===== src/rtl/spi_pkg.sv =====
// Shared types for the SPI master clock path: controller states, the
// {cpol,cpha} mode encoding and the default widths.
package spi_pkg;

  localparam int DEF_DIV_W = 8;
  localparam int DEF_CNT_W = 5;

  typedef enum logic [1:0] {
    ST_IDLE = 2'b00,
    ST_RUN  = 2'b01,
    ST_TAIL = 2'b10
  } state_e;

  typedef enum logic [1:0] {
    MODE0 = 2'b00,
    MODE1 = 2'b01,
    MODE2 = 2'b10,
    MODE3 = 2'b11
  } spi_mode_e;

  function automatic logic mode_cpol(spi_mode_e m);
    logic [1:0] b;
    b = m;
    return b[1];
  endfunction

  function automatic logic mode_cpha(spi_mode_e m);
    logic [1:0] b;
    b = m;
    return b[0];
  endfunction

endpackage


===== src/rtl/spi_tick_gen.sv =====
// Half-period timer: counts 0..i_div while enabled and flags the terminal
// count with a one-cycle tick, restarting from zero afterwards.
module spi_tick_gen #(
  parameter int DIV_W = 8
) (
  input  logic             i_clk,
  input  logic             i_rst,
  input  logic             i_en,
  input  logic             i_clr,
  input  logic [DIV_W-1:0] i_div,
  output logic             o_tick
);

  logic [DIV_W-1:0] cnt_q, cnt_d;

  // Compare against i_div directly so the all-ones setting never wraps early.
  assign o_tick = i_en && (cnt_q == i_div);

  always_comb begin
    cnt_d = cnt_q;
    if (i_clr || o_tick) begin
      cnt_d = '0;
    end else if (i_en) begin
      cnt_d = cnt_q + DIV_W'(1);
    end
  end

  always_ff @(posedge i_clk or negedge i_rst) begin
    if (!i_rst) begin
      cnt_q <= '0;
    end else begin
      cnt_q <= cnt_d;
    end
  end

endmodule


===== src/rtl/spi_sclk_gen.sv =====
// SPI serial-clock generator: gated SCLK with CPOL/CPHA, shift/sample
// strobes aligned to the SCLK edges, trailing hold half-period and abort.
module spi_sclk_gen
  import spi_pkg::*;
#(
  parameter int DIV_W = DEF_DIV_W,
  parameter int CNT_W = DEF_CNT_W
) (
  input  logic             i_clk,
  input  logic             i_rst,
  input  logic [DIV_W-1:0] i_div,
  input  logic             i_cpol,
  input  logic             i_cpha,
  input  logic [CNT_W-1:0] i_nbits,
  input  logic             i_start,
  input  logic             i_stop,
  output logic             o_sclk,
  output logic             o_busy,
  output logic             o_shift_stb,
  output logic             o_sample_stb,
  output logic             o_done
);

  state_e           state_q, state_d;
  spi_mode_e        mode_q, mode_d;
  logic [DIV_W-1:0] div_q, div_d;
  logic [CNT_W-1:0] nbits_q, nbits_d;
  logic [CNT_W:0]   edge_q, edge_d, edge_nxt;
  logic             sclk_q, sclk_d;
  logic             shift_q, shift_d;
  logic             sample_q, sample_d;
  logic             tick, start_ok, leading, last_edge, cpol_l, cpha_l;

  assign start_ok  = i_start && (i_nbits != '0);
  assign cpol_l    = mode_cpol(mode_q);
  assign cpha_l    = mode_cpha(mode_q);
  // Edges are numbered from 1: odd numbers are leading, even are trailing.
  assign edge_nxt  = edge_q + (CNT_W + 1)'(1);
  assign leading   = edge_nxt[0];
  assign last_edge = (edge_nxt == {nbits_q, 1'b0});

  spi_tick_gen #(.DIV_W(DIV_W)) u_tick (
    .i_clk  (i_clk),
    .i_rst  (i_rst),
    .i_en   (state_q != ST_IDLE),
    .i_clr  (state_q == ST_IDLE),
    .i_div  (div_q),
    .o_tick (tick)
  );

  always_comb begin
    state_d  = state_q;
    mode_d   = mode_q;
    div_d    = div_q;
    nbits_d  = nbits_q;
    edge_d   = edge_q;
    sclk_d   = sclk_q;
    shift_d  = 1'b0;
    sample_d = 1'b0;
    unique case (state_q)
      ST_IDLE: begin
        sclk_d = i_cpol;
        edge_d = '0;
        if (start_ok) begin
          state_d = ST_RUN;
          mode_d  = spi_mode_e'({i_cpol, i_cpha});
          div_d   = i_div;
          nbits_d = i_nbits;
          // CPHA=0 must present the first bit before the first edge.
          shift_d = !i_cpha;
        end
      end
      ST_RUN: begin
        if (i_stop) begin
          state_d = ST_IDLE;
          sclk_d  = cpol_l;
        end else if (tick) begin
          sclk_d = !sclk_q;
          edge_d = edge_nxt;
          if (cpha_l) begin
            shift_d  = leading;
            sample_d = !leading;
          end else begin
            sample_d = leading;
            shift_d  = !leading && !last_edge;
          end
          if (last_edge) begin
            state_d = ST_TAIL;
          end
        end
      end
      ST_TAIL: begin
        if (i_stop) begin
          state_d = ST_IDLE;
          sclk_d  = cpol_l;
        end else if (tick) begin
          state_d = ST_IDLE;
        end
      end
      default: state_d = ST_IDLE;
    endcase
  end

  always_ff @(posedge i_clk or negedge i_rst) begin
    if (!i_rst) begin
      state_q  <= ST_IDLE;
      mode_q   <= MODE0;
      div_q    <= '0;
      nbits_q  <= '0;
      edge_q   <= '0;
      sclk_q   <= 1'b0;
      shift_q  <= 1'b0;
      sample_q <= 1'b0;
    end else begin
      state_q  <= state_d;
      mode_q   <= mode_d;
      div_q    <= div_d;
      nbits_q  <= nbits_d;
      edge_q   <= edge_d;
      sclk_q   <= sclk_d;
      shift_q  <= shift_d;
      sample_q <= sample_d;
    end
  end

  assign o_sclk       = sclk_q;
  assign o_busy       = (state_q != ST_IDLE);
  assign o_shift_stb  = shift_q;
  assign o_sample_stb = sample_q;
  assign o_done       = (state_q == ST_TAIL) && tick && !i_stop;

endmodule


===== config.mk =====
export PLATFORM = sky130hd
export DESIGN_NAME = spi_sclk_gen
export DESIGN_NICKNAME = d
export VERILOG_FILES = /design/src/rtl/spi_pkg.sv /design/src/rtl/spi_tick_gen.sv /design/src/rtl/spi_sclk_gen.sv
export SDC_FILE = /design/constraint.sdc
export NUM_CORES = 1
export LEC_CHECK = 0
export BUFFER_PORTS_ARGS = -buffer_cell sky130_fd_sc_hd__buf_2
export CAP_MARGIN = 20
export CELL_PAD_IN_SITES_DETAIL_PLACEMENT = 0
export CELL_PAD_IN_SITES_GLOBAL_PLACEMENT = 2
export CORE_ASPECT_RATIO = 0.8
export CORE_UTILIZATION = 39
export DETAILED_ROUTE_END_ITERATION = 8
export PLACE_DENSITY_LB_ADDON = 0.1
export SYNTH_ARGS = -nofsm -noshare
export SYNTH_HDL_FRONTEND = slang
export SYNTH_SLANG_ARGS = --single-unit

===== constraint.sdc =====
create_clock -name i_clk -period 4.15 [get_ports i_clk]
set_input_delay 0.415 -clock i_clk [delete_from_list [all_inputs] [get_ports i_clk]]
set_output_delay 0.415 -clock i_clk [all_outputs]
set_load 0.01 [all_outputs]

==> metrics.txt <==
Post-DRT Antenna Nets=0; Max Freq=0.427 GHz; Max Cap Viol=0; highest routed metal layer=met4; # DRC=1; Storage cell area=851 sq um; RSZ-0062 raised after global routing=no; Setup crit start=u_tick.cnt_q[0]; crit path kind=reg -> out; VDD IR-drop max=0.189 mV; Post-DP Area=2010 sq um; initial antenna violation count=0; Layout fillers=472; failing checks=DRC; proportion of synthesized area in mux cells=0.0586; Worst Setup Start Kind=register; DRT Wirelength=3750 microns; worst-skew pair later-pin latency=0.28 ns; Mean Syn Cell Area=10.1 sq um; ys flop type=dfrtp_1; die footprint=5050 sq um; ANT cells=0; worst min path class=in -> async; post-CTS setup buffer count=0; reg-to-reg startpoint=state_q[1]; Vias per Instance=5.02; max_slew headroom=0.486; CTS tree=yes; critical path cell sequence=xnor2_1, nand4_1, nor3_2, nor3b_1, buf_2; First DRT Iteration DRCs=94; Final Max Slew Viols=0; R2R Path End=edge_q[2]; Final min period=2.34 ns; metal2 WL=1610 microns; Clock Pin Slew Worst Setup and Hold Paths=0.07 ns; Worst Reg-to-Reg Cells=6; post-synthesis instance area=1860 sq um; M1 WL=1930 microns; met3 wire length=162 microns; commonest non-fill, non-tap cells in the layout=36 x nand2_1, 34 x dfrtp_1, 23 x buf_2; final std cells w/o fill=269; worst-margin pin slew=0.771 ns; xor and xnor area share after synthesis=0.117; Placed Cells=262; WL/cell=13.9 microns; post-synthesis register bit count=34; Synth Area in Adders=0.0404; Cells after Synth=184; Initial Util=0.407; Rows=22; Multi-input gate area=943 sq um; htree depth=2; Gates resized, CTS repair=0; CTS Buf Count=5; Worst Setup End Kind=output port; Synth cell types=41; max incr delay on CP=0.45 ns; worst slack at placement=2.04 ns; Worst R2R Setup Slack=2.08 ns; leakage=0.954 nW; drt pass-1 iters=6; WP data required=3.73 ns; CTS Hold Buffers Added=0; Final Cell Area=2090 sq um; largest family of logic cells by synthesized area=simple AND/OR/NAND/NOR gates; Final period util=0.564; yosys warns=0; Layout Skew=0.00680 ns; Fin. Hold Viols=0; vias in the first global route=1305; die width=79.2 microns; Top Ports=24; Critical-path top delay cell=dfrtp_1; Die Ht=63.7 microns; worst setup margin=1.81 ns; global placement routability congestion=0.768; Arr. time, crit path=1.93 ns; final core utilization=0.457; grt ovf=0; number of synthesized flops with an enable pin=0; final net count=234; CP Max Fanout=6; outcome=finished with violations; Area Growth Syn to Fin=12.3%; Fin Setup TNS=0 ns; Core Area=4570 sq um; asr flop ratio synth=1.00; via count=1351; post-synthesis sequential area ratio=0.458; input/output buffers=23; largest net degree at the start of global routing=35; HPWL Detailed=2800 microns; complex-gate fraction of the synthesized area=0.0801; total track usage=0.171; Simple-Gate Fraction of Synth Area=0.211; Mapped Nets=209; Setup violations, final=0; clock tree buffer depth=2; commonest non-fill, non-tap cell in the layout=nand2_1; pwr/cell area=538 nW/um^2; share of cells above drive strength 1=0.206; Sink Count=34; global-route wire length before repair=6450 microns; clock root buffer master=clkbuf_8
## layout make-up
cell class                 instances  share of cell area
multi-input combinational        138               0.452
tap                               60              0.0360
timing repair buffer              23              0.0552
inverter                           7              0.0126
clock buffer                       7              0.0366
sequential                        34               0.408
## synth_stat cells, drive strengths merged, types with 2 or more instances
master  number  share of area
xnor2       16          0.079
nand4        2          0.010
o211ai       2          0.015
buf          4          0.018
mux2i        3          0.016
and3         3          0.010
mux2         7          0.042
inv          7          0.014
nor4         2          0.015
ha           6          0.040
nand3b       3          0.012
xor2         8          0.038
nor2        12          0.024
a21oi        2         0.0074
dfrtp       34           0.46
nor3         2         0.0081
nand2       36          0.073
o21bai       2         0.0081
o21ai        8          0.022
nand3       11          0.030
nand2b       3          0.010
## worst max-delay path, delay by kind of cell (launching register included)
kind	cells	cell delay, ns
simple gates	3	0.85
flops	1	0.45
xor+xnor	1	0.18
buf+inv	1	0.16
## through the flow
stage	power [mW]	hold slack (ns)
final	1.12	0.201
after global routing	1.21	0.269
after CTS	1.14	0.230
after detailed placement	0.901	0.488
after global placement	0.891	0.485
after floorplan	0.798	0.119
## sequential cells by signal, summed over array words and instances, names as in the netlist
register	cells
state_q	2
mode_q	2
o_sample_stb	1
o_sclk	1
edge_q	6
div_q	8
o_shift_stb	1
nbits_q	5
u_tick.cnt_q	8
## how the worst max path moves through the flow
stage / end / slack, ns / cells past startpoint
floorplan: o_done / 2.35 / 5
global placement: state_q[0] / 2.07 / 6
detailed placement: state_q[0] / 2.04 / 6
CTS: o_done / 1.80 / 5
global route: o_done / 1.68 / 5
finish: o_done / 1.81 / 5
## layer usage
metal	global-route usage	vias up
met3	0.0386	5
met4	0.0614	0
li1	-	673
met5	0	-
met2	0.242	29
met1	0.254	644
## cells by family (layout without fill, tap and decap cells)
logic type                 after synthesis  count (layout)
buffers and inverters                   12              37
AOI/OAI and AO/OA                       20              20
adders and majority gates                6               6
and+or+nand+nor                         78              78
xor gates and xnor gates                24              24
muxes                                   10              10
DFF                                     34              34
## where the power goes
group / switching [mW] / internal, mW / leakage, nW
logic: 0.213 / 0.173 / 0.476
registers: 0.0862 / 0.422 / 0.440
clock network: 0.113 / 0.115 / 0.0383
total: 0.412 / 0.711 / 0.954
Power figures use the tool's default switching activity.
